### src/rtl/shift_add_multiplier_if.sv
// ============================================================================
// Module      : shift_add_multiplier_if
// Description : start/done handshake bundle for the sequential multiplier.
// Revision    : 1.0 - initial release
// ============================================================================
`default_nettype none

interface shift_add_multiplier_if #(
   parameter int unsigned WIDTH = 8
);
   logic                 start;
   logic [WIDTH-1:0]     a_in;
   logic [WIDTH-1:0]     b_in;
   logic                 busy;
   logic                 done;
   logic [2*WIDTH-1:0]   product;

   modport master (
      output start,
      output a_in,
      output b_in,
      input  busy,
      input  done,
      input  product
   );

   modport slave (
      input  start,
      input  a_in,
      input  b_in,
      output busy,
      output done,
      output product
   );
endinterface

`default_nettype wire

### src/rtl/shift_add_multiplier.sv
// ============================================================================
// Module      : shift_add_multiplier
// Description : Sequential unsigned shift-add multiplier, one iteration/clock.
// Revision    : 1.0 - initial release
// ============================================================================
`default_nettype none

module shift_add_multiplier #(
   parameter int unsigned WIDTH = 8
) (
   input  wire logic               clk,
   input  wire logic               rst,
   shift_add_multiplier_if.slave   bus
);

   localparam int unsigned CNT_W = $clog2(WIDTH + 1);

   typedef enum logic [1:0] {
      IDLE = 2'd0,
      CALC = 2'd1,
      DONE = 2'd2
   } state_t;

   state_t               state_q, state_d;
   logic [WIDTH-1:0]     mcand_q, mcand_d;
   logic [WIDTH-1:0]     mplr_q,  mplr_d;
   logic [WIDTH-1:0]     acc_q,   acc_d;
   logic [CNT_W-1:0]     cnt_q,   cnt_d;
   logic                 busy_q,  busy_d;
   logic                 done_q,  done_d;
   logic [2*WIDTH-1:0]   product_q, product_d;
   logic [WIDTH:0]       sum;

   always_ff @(posedge clk) begin
      if (rst) begin
         state_q   <= IDLE;
         mcand_q   <= '0;
         mplr_q    <= '0;
         acc_q     <= '0;
         cnt_q     <= '0;
         busy_q    <= 1'b0;
         done_q    <= 1'b0;
         product_q <= '0;
      end else begin
         state_q   <= state_d;
         mcand_q   <= mcand_d;
         mplr_q    <= mplr_d;
         acc_q     <= acc_d;
         cnt_q     <= cnt_d;
         busy_q    <= busy_d;
         done_q    <= done_d;
         product_q <= product_d;
      end
   end

   always_comb begin
      state_d   = state_q;
      mcand_d   = mcand_q;
      mplr_d    = mplr_q;
      acc_d     = acc_q;
      cnt_d     = cnt_q;
      busy_d    = busy_q;
      done_d    = 1'b0;
      product_d = product_q;
      sum       = {1'b0, acc_q} + (mplr_q[0] ? {1'b0, mcand_q} : '0);

      case (state_q)
         IDLE: begin
            busy_d = 1'b0;
            if (bus.start) begin
               mcand_d = bus.a_in;
               mplr_d  = bus.b_in;
               acc_d   = '0;
               cnt_d   = '0;
               busy_d  = 1'b1;
               state_d = CALC;
            end
         end
         CALC: begin
            // {sum,mplr} >> 1: carry lands in acc MSB, sum LSB enters mplr MSB
            {acc_d, mplr_d} = {sum, mplr_q[WIDTH-1:1]};
            cnt_d           = cnt_q + CNT_W'(1);
            if (cnt_q == CNT_W'(WIDTH - 1)) begin
               product_d = {acc_d, mplr_d};
               done_d    = 1'b1;
               state_d   = DONE;
            end
         end
         DONE: begin
            busy_d  = 1'b0;
            state_d = IDLE;
         end
         default: begin
            busy_d  = 1'b0;
            state_d = IDLE;
         end
      endcase
   end

   assign bus.busy    = busy_q;
   assign bus.done    = done_q;
   assign bus.product = product_q;

endmodule

`default_nettype wire
### src/flat_wrapper.sv
// flat-port wrapper written by rule: the top's interface ports become plain ports
module shift_add_multiplier_flat 
#(
   parameter int unsigned WIDTH = 8
)
  (clk, rst, bus_start, bus_a_in, bus_b_in, bus_busy, bus_done, bus_product);
  shift_add_multiplier_if #(.WIDTH(WIDTH)) bus_i ();
  input  wire logic clk;
  input  wire logic rst;
  input wire logic [$bits(bus_i.start)-1:0] bus_start;
  input wire logic [$bits(bus_i.a_in)-1:0] bus_a_in;
  input wire logic [$bits(bus_i.b_in)-1:0] bus_b_in;
  output wire logic [$bits(bus_i.busy)-1:0] bus_busy;
  output wire logic [$bits(bus_i.done)-1:0] bus_done;
  output wire logic [$bits(bus_i.product)-1:0] bus_product;
  assign bus_i.start = bus_start;
  assign bus_i.a_in = bus_a_in;
  assign bus_i.b_in = bus_b_in;
  assign bus_busy = bus_i.busy;
  assign bus_done = bus_i.done;
  assign bus_product = bus_i.product;
  shift_add_multiplier #(.WIDTH(WIDTH)) u_core (.clk(clk), .rst(rst), .bus(bus_i));
endmodule
### config.mk
export PLATFORM = sky130hd
export DESIGN_NAME = shift_add_multiplier_flat
export DESIGN_NICKNAME = d
export VERILOG_FILES = /design/src/rtl/shift_add_multiplier_if.sv /design/src/rtl/shift_add_multiplier.sv /design/src/flat_wrapper.sv
export SDC_FILE = /design/constraint.sdc
export NUM_CORES = 1
export LEC_CHECK = 0
export BUFFER_PORTS_ARGS = -buffer_cell sky130_fd_sc_hd__buf_2
export CORE_AREA = 10 10 74 92
export DETAILED_ROUTE_END_ITERATION = 16
export DIE_AREA = 0 0 84 102
export PLACE_DENSITY = 0.68
export SYNTH_ARGS = -nofsm -noshare
export SYNTH_HDL_FRONTEND = slang
export SYNTH_SLANG_ARGS = --single-unit
### constraint.sdc
create_clock -name clk -period 2.5 [get_ports clk]
set_input_delay 0.125 -clock clk [delete_from_list [all_inputs] [get_ports clk]]
set_output_delay 0.125 -clock clk [all_outputs]
set_load 0.05 [all_outputs]
; Yosys cells after proc, flatten, opt, wreduce, memory -nomap -nowiden
; Index checks and enable logic that the tools add are counted.
[classes]
n_addsub = 2
eq_ne = 4
mux = 13
n_bitwise = 1
reduce_logical = 7
[op_table]
columns = cell, n
row1 = 8-bit one-hot mux with 2 select lines, 2
row2 = 8-bit 2-to-1 mux, 3
row3 = 8-bit by 9-bit adder with 9-bit output, 1
row4 = 4-bit one-hot mux with 2 select lines, 1
row5 = 2-bit AND reduction, 4
row6 = "4-bit by 1-bit adder with 4-bit output, second input constant", 1
row7 = "4-bit by 3-bit == test with 1-bit output, second input constant", 1
row8 = 2-bit 2-to-1 mux, 2
row9 = 4-bit 2-to-1 mux, 1
row10 = 2-bit one-hot mux with 2 select lines, 1
row11 = "2-bit by 1-bit == test with 1-bit output, second input constant", 1
row12 = 2-bit zero test, 1
row13 = 1-bit 2-to-1 mux, 2
row14 = "2-bit by 1-bit inequality test with 1-bit output, second input constant", 1
row15 = "2-bit inequality test, second input constant", 1
row16 = 1-bit one-hot mux with 2 select lines, 1
row17 = 2-bit nonzero test, 1
row18 = 2-bit OR reduction, 1
row19 = 1-bit inverter, 1
[totals]
ff_bits = 48
out_inout_bits = 18

; Logic depth before layout (Yosys ltp)
; Gate-level depths: netlist of the first run.
[depth]
ltp_word = 3
depth_mapped = 7
mapped_depth_nobuf = 7

; Least setup slack after synthesis of the first run
; OpenSTA, ideal clock, no wires.
[synth_timing]
path_type = register to register
from = register u_core.mplr_q[0]
to = register u_core.acc_q[5]
t_arrival_ns = 1.770
required_ns = 2.413
path_slack_ns = 0.643
path_stages_with_launch = 8
path_buffers = 0
synth_period_minus_slack_ns = 1.857
cell_sequence = dfxtp_1 -> and2_1 -> ha_1 -> fa_1 -> a21o_1 -> a311oi_1 -> nor3_1 -> o31ai_1
[synth_between]
elab_chain_len = 3
[synth_lines]
columns = element, line
row1 = "start, declared", shift_add_multiplier.sv:26  ; logic [WIDTH-1:0] mplr_q, mplr_d;
row2 = "start signal, assigned", shift_add_multiplier.sv:47  ; mplr_q <= mplr_d;
row3 = 8-bit 2-to-1 mux, shift_add_multiplier.sv:65  ; sum = {1'b0, acc_q} + (mplr_q[0] ? {1'b0, mcand_q} : '0);
row4 = 8-bit by 9-bit adder with 9-bit output, shift_add_multiplier.sv:65
row5 = 8-bit one-hot mux with 2 select lines, shift_add_multiplier.sv:67  ; case (state_q)
row6 = "end signal, assigned", shift_add_multiplier.sv:39  ; acc_q <= '0;
row7 = "end signal, assigned", shift_add_multiplier.sv:48  ; acc_q <= acc_d;
row8 = "end, declared", shift_add_multiplier.sv:27  ; logic [WIDTH-1:0] acc_q, acc_d;
; No other way between the ends.
; A chain may end at the register's enable or synchronous reset.

; Worst setup path after layout of the first run
; Ends and elaborated chain as after synthesis.

==> flow_summary.toml, run 1 <==
[sta]
finalSetupViolCount = 0
slew_headroom_pct = 41.7
whs_ns = 0.0589
maxSlewViolCount = 0
worst_slew_pin_slew_ns = 0.875
fmax_ghz = 0.491
rsz0062_at_grt = "no"
setup-tns-final_ns = 0
skew_ns = 0.00425
finalHoldViolCount = 0
min_period_over_period_pct = 81.5
fin_crit_ns = 2.04

[cells_and_area]
layout_commonest_cell = "nand2_1"
drive_above_1_share_pct = 17.0
area_growth_pct = 15.3
layout_common_cells = "nand2_1 (55), dfxtp_1 (48), buf_2 (36)"
final_nets = 333
regArea_um2 = 961
multi_input_area_mm2 = 0.00117
final_util_pct = 51.1
instances_no_fill = 367
fill_cells = 524
num_antenna_cells = 0

[global_routing]
antenna_found_initial = 0
grt_pass1_vias = 1948
grt_overflow = 0
grt_pass1_wl_um = 8740
grt_usage_pct = 12.0
grt_max_degree = 54

[detailed_routing]
antenna_left = 0
drtIter0Drc = 124
drc = 0
wire_per_inst_um = 13.9
vias = 1963
vias_per_cell = 5.35
first_pass_iters = 4
drt_wl_total_um = 5100

[die]
die_y_um = 102
die-area_mm2 = 0.00857
fp.dieW_um = 84
core_area_mm2 = 0.00501
io_pins = 37
start_util_pct = 44.3
row_count = 29

[synthesis]
yosysTopAreaCell = "dfxtp_1"
synth-warning-count = 0
synth-seq-cells = 48
seq_area_frac_synth_pct = 43.3
synthMuxAreaShare_pct = 0
synthSimpleGateAreaFrac_pct = 26.7
synthesis.instances = 271
synth_adder_area_share_pct = 5.98
netlist.area_leader.share_pct = 43.3
synth_compound_area_share_pct = 19.3
netlist_area_mm2 = 0.00222
synthXorXnorAreaFrac_pct = 0.790
synth_top_family_by_area = "simple AND/OR/NAND/NOR gates"
ys_types = 36
synth.net_count = 300
synthTopCellsByArea = "dfxtp_1 (43%), nand2_1 (9.3%), a21oi_1 (7.7%)"
syn_avg_cell_area_um2 = 8.19

[clock_network]
cts_tree = "done"
worstSkewPairLatency_ns = 0.29
cts_made_buffers = 5
clock-sinks = 48
max-clock-path-buffers = 2
cts.clk_slew.worst_paths_ns = 0.09
cts_setup_buffers = 0
ctsHoldBuffers = 0
cts_htree_levels = 2
root_buffer = "clkbuf_8"
cts_resized = 0

[status]
status = "completed"

[critical_path]
crit_chain = "and2_1 > ha_1 > fa_1 > a21o_1 > a311oi_1 > nor3_1 > o31ai_1"
critPathMaxStageDelay_ns = 0.43
crit_path_end_kind = "flop"
crit_type = "reg2reg"
critical_path_buf_inv_count = 0
crit_arrival_ns = 2.24
cp_slowest_cell = "fa_1"
startpoint_type = "flop"
path_max_fanout = 9
required_ns = 2.71
path_delay_family = "compound AO/OA/AOI/OAI gates"

[power_and_ir_drop]
ir_worst_vdd_mv = 0.289
power.leakage_nw = 1.07
power_mw = 1.50
powerDensity_mw_per_mm2 = 588

[worst_hold_path]
hold_class = "in2reg"

[place]
dp.final_hpwl_um = 3770
post-place-cells = 359
port_buffers = 36
place_congestion = 0.858

[flow_run]
max_cap_viol_count = 0
==> registers in the layout, indices dropped and copies added (netlist names) <==
signal and count:
u_core.bus.product 16, u_core.acc_q 8, u_core.mcand_q 8, u_core.mplr_q 8, u_core.cnt_q 4, u_core.state_q 2
u_core.bus.busy 1, u_core.bus.done 1
==> layer usage <==
metal  up-vias  global-route usage [%]  part of all wire, %
met4         0                    6.45                  2.2
met3         9                    2.79                  4.3
met2        34                    20.4                   48
met1       905                    13.7                   45
li1       1015                       -                    -
met5         -                       0                    0
==> synthesized netlist by cell type (all sizes together) <==
| cell type | number |
|---|---|
| nand2 | 55 |
| o31ai | 2 |
| a311oi | 8 |
| nor3b | 1 |
| a211oi | 5 |
| nand3 | 7 |
| nand4b | 4 |
| a21oi | 34 |
| o21ai | 4 |
| or3 | 3 |
| or4 | 2 |
| nand2b | 6 |
| a21boi | 1 |
| dfxtp | 48 |
| xnor2 | 1 |
| nor2b | 1 |
| a31oi | 1 |
| buf | 2 |
| ha | 9 |
| a22oi | 1 |
| o221ai | 1 |
| and2 | 8 |
| nand3b | 6 |
| fa | 1 |
| o311ai | 2 |
| xor2 | 1 |
| or2 | 2 |
| and3b | 1 |
| o21a | 2 |
| inv | 2 |
| clkbuf | 15 |
| o211ai | 5 |
| a21o | 2 |
| nor2 | 24 |
| nor3 | 4 |
==> power breakdown <==
part           internal [mW]  total, mW  switching, mW
logic                 0.0523      0.142         0.0894
clock network          0.297      0.550          0.253
registers              0.791      0.812         0.0203
total                   1.14       1.50          0.362
==> cells by family (layout without fill, tap and decap cells) <==
family          after synthesis  count (layout)
simple gates                124             124
xor+xnor                      2               2
fa+ha+maj                    10              10
flops                        48              48
buf+inv                      19              53
compound gates               68              68
==> final timing paths <==
path	to	start	depth (start not counted)	slack [ns]
min	u_core.mcand_q[0]	bus_a_in[0]	3	0.06
max	u_core.acc_q[5]	u_core.mplr_q[0]	7	0.46
max reg2reg	u_core.acc_q[5]	u_core.mplr_q[0]	7	0.46
min reg2reg	u_core.bus.product[4]	u_core.bus.product[4]	2	0.46
==> area by class of cell <==
cell class	instances	area share (%)
flip-flops and latches	48	37.6
well taps	62	3.03
clock buffers	6	2.84
multi-input cells	204	45.8
inverters	2	0.294
clock inverters	2	1.37
repair buffers	43	9.10
==> through the flow <==
| step | instance area [um^2] | setup WS (ns) |
|---|---|---|
| finish | 2560 | 0.463 |
| global route | 2560 | 0.261 |
| CTS | 2560 | 0.447 |
| detailed placement | 2450 | 0.437 |
| global placement | 2450 | 0.554 |
| floorplan | 2220 | 0.643 |
==> tightest hold or removal path: stages <==
cell,delay [ns]
buf_2,0.09
nand2_1,0.05
a21oi_1,0.05
Power figures use the tool's default switching activity.
==> run 2, diff against run 1 <==
--- a/config.mk
+++ b/config.mk
@@ -5,11 +5,12 @@
 export SDC_FILE = /design/constraint.sdc
 export NUM_CORES = 1
 export LEC_CHECK = 0
+export ABC_AREA = 1
 export BUFFER_PORTS_ARGS = -buffer_cell sky130_fd_sc_hd__buf_2
-export CORE_AREA = 10 10 74 92
+export CORE_AREA = 10 10 75 93
 export DETAILED_ROUTE_END_ITERATION = 16
-export DIE_AREA = 0 0 84 102
-export PLACE_DENSITY = 0.68
+export DIE_AREA = 0 0 85 103
+export PLACE_DENSITY = 0.67
 export SYNTH_ARGS = -nofsm -noshare
 export SYNTH_HDL_FRONTEND = slang
 export SYNTH_SLANG_ARGS = --single-unit
==> constraint.sdc (replaced) <==
create_clock -name clk -period 2 [get_ports clk]
set_input_delay 0.1 -clock clk [delete_from_list [all_inputs] [get_ports clk]]
set_output_delay 0.1 -clock clk [all_outputs]
set_load 0.05 [all_outputs]
==> flow_summary.toml, run 2 <==
[status]
status = "completed"

[critical_path]
crit_arrival_ns = 2.01
crit_path_end_kind = "flop"
cp_slowest_cell = "fa_1"
startpoint_type = "flop"
r2r-start = "u_core.mplr_q[0]"
crit_type = "reg2reg"
worstSetupStartpoint = "u_core.mplr_q[0]"
rr_worst_depth = 11
critical_path_buf_inv_count = 1
reg2reg_slack_ns = 0.22
path_max_fanout = 9
critPathMostFrequentCell = "nand2_1"
critPathMaxStageDelay_ns = 0.40
path_delay_family = "adder cells"
reg2reg_to = "u_core.acc_q[5]"
required_ns = 2.23
endpoint = "u_core.acc_q[5]"
crit_chain = "nand2_1 > inv_1 > ha_1 > fa_1 > nand2_1 > nand2_1 > nand3b_1 > nand2_1 > nand2_1 > nand3_1 > a21oi_1"
crit_cells = 11

[sta]
min_period_over_period_pct = 89.1
worst_slew_pin_slew_ns = 0.737
finalHoldViolCount = 0
maxSlewViolCount = 0
slew_headroom_pct = 50.8
fmax_ghz = 0.561
skew_ns = 0.00465
setup-tns-final_ns = 0
fin_crit_ns = 1.78
rsz0062_at_grt = "no"
finalSetupViolCount = 0

[synthesis]
synth.net_count = 338
netlist.area_leader.share_pct = 42.7
async_flop_share_pct = 0
synth-warning-count = 0
seq_area_frac_synth_pct = 42.7
synth_common_cells = "nand2_1 (72), dfxtp_1 (48), inv_1 (33)"
netlist_area_mm2 = 0.00225
syn_avg_cell_area_um2 = 7.28
synth_edf_count = 0
ys_types = 31
yosysMostFrequentCell = "nand2_1"
synthesis.instances = 309
synthFlopType = "dfxtp_1"
synthTopCellsByArea = "dfxtp_1 (43%), nand2_1 (12%), nand3_1 (5.6%)"
yosysTopAreaCell = "dfxtp_1"
synth-seq-cells = 48

[cells_and_area]
drive_above_1_share_pct = 17.1
instances_no_fill = 409
layout_common_cells = "nand2_1 (72), dfxtp_1 (47), buf_2 (36)"
num_antenna_cells = 0
final_nets = 373
postLayoutCellArea_mm2 = 0.00256
largest_reg_flops = 16
fill_cells = 554
final_util_pct = 48.5
area_growth_pct = 14.0
layout_commonest_cell = "nand2_1"

[global_routing]
grt_usage_pct = 11.6
grt_overflow = 0
use_met1_pct = 11.4
antenna_found_initial = 0
grtUsageMet3_pct = 3.32
grt_max_degree = 28
busiest_layer = "met2"
use_met2_pct = 22.5
grt_pass1_vias = 2042
grt_pass1_wl_um = 8580

[worst_hold_path]
hold_class = "in2reg"

[detailed_routing]
wire_per_inst_um = 12.2
first_pass_iters = 4
antenna_left = 0
drt_wl_total_um = 5000
vias = 1998
vias_per_cell = 4.89
drc = 0
drtIter0Drc = 89

[die]
row_count = 30
core_area_mm2 = 0.00529
die-area_mm2 = 0.00876
start_util_pct = 42.5
die_y_um = 103
fp.dieW_um = 85
io_pins = 37

[place]
port_buffers = 36
post-place-cells = 401
dp.final_hpwl_um = 3790
placed_area_mm2 = 0.00247
place_congestion = 0.844

[clock_network]
clock-sinks = 48
cts_tree = "done"
root_buffer = "clkbuf_8"
max-clock-path-buffers = 2
cts.clk_slew.worst_paths_ns = 0.09
cts_made_buffers = 5
cts_htree_levels = 2
ctsHoldBuffers = 0
worstSkewPairLatency_ns = 0.30

[power_and_ir_drop]
powerDensity_mw_per_mm2 = 700
power.leakage_nw = 1.28
ir_worst_vdd_mv = 0.431
power_mw = 1.80

[flow_run]
max_cap_viol_count = 0
run 2: changes by cell type in the layout (fill, tap and decap cells not counted), moves of 11 or more:
cell and delta:
a21oi_1 -11, inv_1 +31, nand2_1 +17, nand3_1 +18
o21ai_1 +23
run 2: worst min-delay path by stage:
| stage | start | cells after the start | slack (ns) | end |
|---|---|---|---|---|
| after floorplan | rst | 1 | 0.18 | u_core.bus.done |
| after global placement | bus_a_in[6] | 3 | 0.33 | u_core.mcand_q[6] |
| after detailed placement | bus_a_in[1] | 3 | 0.33 | u_core.mcand_q[1] |
| after CTS | bus_a_in[6] | 3 | 0.02 | u_core.mcand_q[6] |
| after global routing | bus_a_in[1] | 3 | 0.04 | u_core.mcand_q[1] |
| final | bus_a_in[6] | 3 | 0.02 | u_core.mcand_q[6] |
run 2: what timing repair did:
action,CTS,global route
endpoints found under the setup margin,0,3
setup buffers,0,0
resized for setup,0,1
run 2: final cells by class:
cell class	count	area, um^2	share of cell area, %
repair buffers	39	203	7.90
clock buffers	8	90.1	3.51
inverters	38	146	5.71
well taps	64	80.1	3.12
flip-flops and latches	48	962	37.5
multi-input cells	212	1080	42.2
run 2: per-layer routing:
layer,vias to the layer above,wire length [um]
li1,1059,-
met1,905,2040
met2,28,2690
met3,6,210
met4,0,55
met5,-,0
run 2: stage by stage:
step                worst slack [ns]  hold slack, ns
floorplan                      0.243           0.180
global placement               0.251           0.327
detailed placement             0.174           0.335
CTS                            0.157          0.0182
global route                  0.0264          0.0358
finish                         0.218          0.0211
run 2: worst register-to-register path, cell delays in order, from the launching register on:
cell	delay, ns
dfxtp_2	0.37
nand2_1	0.07
inv_1	0.04
ha_1	0.19
fa_1	0.40
nand2_1	0.08
nand2_1	0.08
nand3b_1	0.13
nand2_1	0.06
nand2_1	0.08
nand3_1	0.07
a21oi_1	0.15
run 2: cell families after synthesis:
| family | count (synthesis) | share of synthesized area [%] |
|---|---|---|
| flops | 48 | 42.7 |
| simple gates | 138 | 27.3 |
| buf+inv | 49 | 9.12 |
| compound gates | 63 | 14.6 |
| xor+xnor | 1 | 0.389 |
| fa+ha+maj | 10 | 5.90 |
run 2: where the power goes:
part	internal (mW)	switching [mW]
clock network	0.283	0.312
registers	0.992	0.0196
logic	0.0628	0.126
total	1.34	0.458
==> run 3, diff against run 2 <==
--- a/config.mk
+++ b/config.mk
@@ -10,7 +10,7 @@
 export CORE_AREA = 10 10 75 93
 export DETAILED_ROUTE_END_ITERATION = 16
 export DIE_AREA = 0 0 85 103
-export PLACE_DENSITY = 0.67
+export PLACE_DENSITY = 0.69
 export SYNTH_ARGS = -nofsm -noshare
 export SYNTH_HDL_FRONTEND = slang
 export SYNTH_SLANG_ARGS = --single-unit
==> constraint.sdc (replaced) <==
create_clock -name clk -period 2 [get_ports clk]
set_input_delay 0.4 -clock clk [delete_from_list [all_inputs] [get_ports clk]]
set_output_delay 0.4 -clock clk [all_outputs]
set_load 0.05 [all_outputs]
==> flow_summary.toml, run 3 (synthesis gave the netlist of run 2 again) <==
[worst_hold_path]
hold_start = "bus_a_in[4]"
holdPathStages = 3
hold_end = "u_core.mcand_q[4]"
hold_class = "in2reg"

[die]
core_area_mm2 = 0.00529
die-area_mm2 = 0.00876
die_y_um = 103
row_count = 30
fp.dieW_um = 85
io_pins = 37
start_util_pct = 42.5

[clock_network]
ctsHoldBuffers = 0
cts_resized = 0
root_buffer = "clkbuf_8"
cts.clk_slew.worst_paths_ns = 0.09
cts_made_buffers = 5
cts_tree = "done"
cts_setup_buffers = 0
cts_htree_levels = 2
worstSkewPairLatency_ns = 0.30
max-clock-path-buffers = 2
clock-sinks = 48

[sta]
min_period_over_period_pct = 90.1
slew_headroom_pct = 57.8
fin_crit_ns = 1.80
maxSlewViolCount = 0
fmax_ghz = 0.555
worst_slew_pin_slew_ns = 0.632
finalSetupViolCount = 0
rsz0062_at_grt = "no"
skew_ns = 0.0103
finalHoldViolCount = 0
setup-tns-final_ns = 0

[detailed_routing]
wire_per_inst_um = 12.2
top_layer = "met4"
vias_per_cell = 4.98
first_pass_iters = 4
dr_wl_met3_um = 273
drt_wl_total_um = 5010
vias = 2040
drc = 0
met1_length_um = 2070
dr_wl_met2_um = 2600
antenna_left = 0
drtIter0Drc = 115

[power_and_ir_drop]
power.leakage_nw = 1.29
ir_worst_vdd_mv = 0.525
powerDensity_mw_per_mm2 = 741
power_mw = 1.92

[cells_and_area]
final_nets = 374
drive_above_1_share_pct = 17.6
largest_reg_flops = 16
area_growth_pct = 15.4
layout_common_cells = "nand2_1 (72), dfxtp_1 (48), buf_2 (36)"
layout_commonest_cell = "nand2_1"
num_antenna_cells = 0

[critical_path]
path_max_fanout = 9
rr_worst_depth = 11
startpoint_type = "flop"
required_ns = 2.24
crit_type = "reg2reg"
reg2reg_to = "u_core.acc_q[5]"
crit_arrival_ns = 2.04
crit_path_end_kind = "flop"
r2r-start = "u_core.mplr_q[0]"
reg2reg_slack_ns = 0.20

[global_routing]
grt_pass1_wl_um = 8450
grt_usage_pct = 11.5
grt_overflow = 0
grt_pass1_vias = 1971
grt_max_degree = 28
antenna_found_initial = 0

[flow_run]
max_cap_viol_count = 0

[place]
place_congestion = 0.851
dp.final_hpwl_um = 3780
port_buffers = 36

[status]
status = "completed"
[run 3: cell types whose count changed in the layout (fill, tap and decap cells not counted)]
| cell | change |
|---|---|
| clkbuf_1 | -2 |
| buf_4 | +1 |
| bufinv_16 | +1 |
| clkbuf_8 | -1 |
| clkinvlp_4 | +1 |
| dfxtp_1 | +1 |
| dfxtp_2 | -1 |
| inv_6 | +1 |
[run 3: how the worst max path moves through the flow]
stage,slack [ns],endpoint,start,cells past startpoint
2_1_floorplan,0.24,u_core.bus.product[13],u_core.mplr_q[0],13
3_3_place_gp,0.25,u_core.bus.product[13],u_core.mplr_q[0],12
3_5_place_dp,0.19,u_core.acc_q[5],u_core.mplr_q[0],11
4_1_cts,0.19,u_core.acc_q[5],u_core.mplr_q[0],11
5_1_grt,0.003,u_core.acc_q[5],u_core.mplr_q[0],11
6_report,0.20,u_core.acc_q[5],u_core.mplr_q[0],11
[run 3: worst max-delay path, stage by stage (launching register included)]
cell and delay [ns]:
dfxtp_1 0.38, nand2_1 0.08, inv_1 0.04, ha_1 0.20, fa_1 0.40, nand2_1 0.09
nand2_1 0.08, nand3b_1 0.12, nand2_1 0.06, nand2_1 0.08, nand3_1 0.07, a21oi_1 0.13
[run 3: per-layer routing]
metal,up-vias,track usage [%]
li1,1057,-
met1,933,11.8
met2,46,21.4
met3,4,3.64
met4,0,3.93
met5,-,0
[run 3: final cells by class]
cell class | count | area, um^2
multi-input cells | 212 | 1080
inverters | 38 | 146
flip-flops and latches | 48 | 961
clock inverters | 3 | 46.3
fillers | 517 | 2700
clock buffers | 5 | 68.8
repair buffers | 40 | 210
well taps | 64 | 80.1
[run 3: power breakdown]
group          switching [mW]  internal [mW]  leakage (nW)  total (mW)
clock                   0.343          0.377        0.0548       0.719
combinational           0.128         0.0642         0.847       0.192
sequential             0.0198          0.992         0.391        1.01
[run 3: per-stage QoR]
step	instance area (um^2)	utilization, %	hold WS, ns	instances	setup WS, ns
5_1_grt	2600	49.1	0.332	410	0.00280
2_1_floorplan	2250	-	0.443	309	0.243
6_report	2600	49.1	0.314	410	0.198
3_3_place_gp	2480	46.9	0.450	402	0.252
4_1_cts	2600	49.1	0.311	410	0.193
3_5_place_dp	2480	46.9	0.453	402	0.191
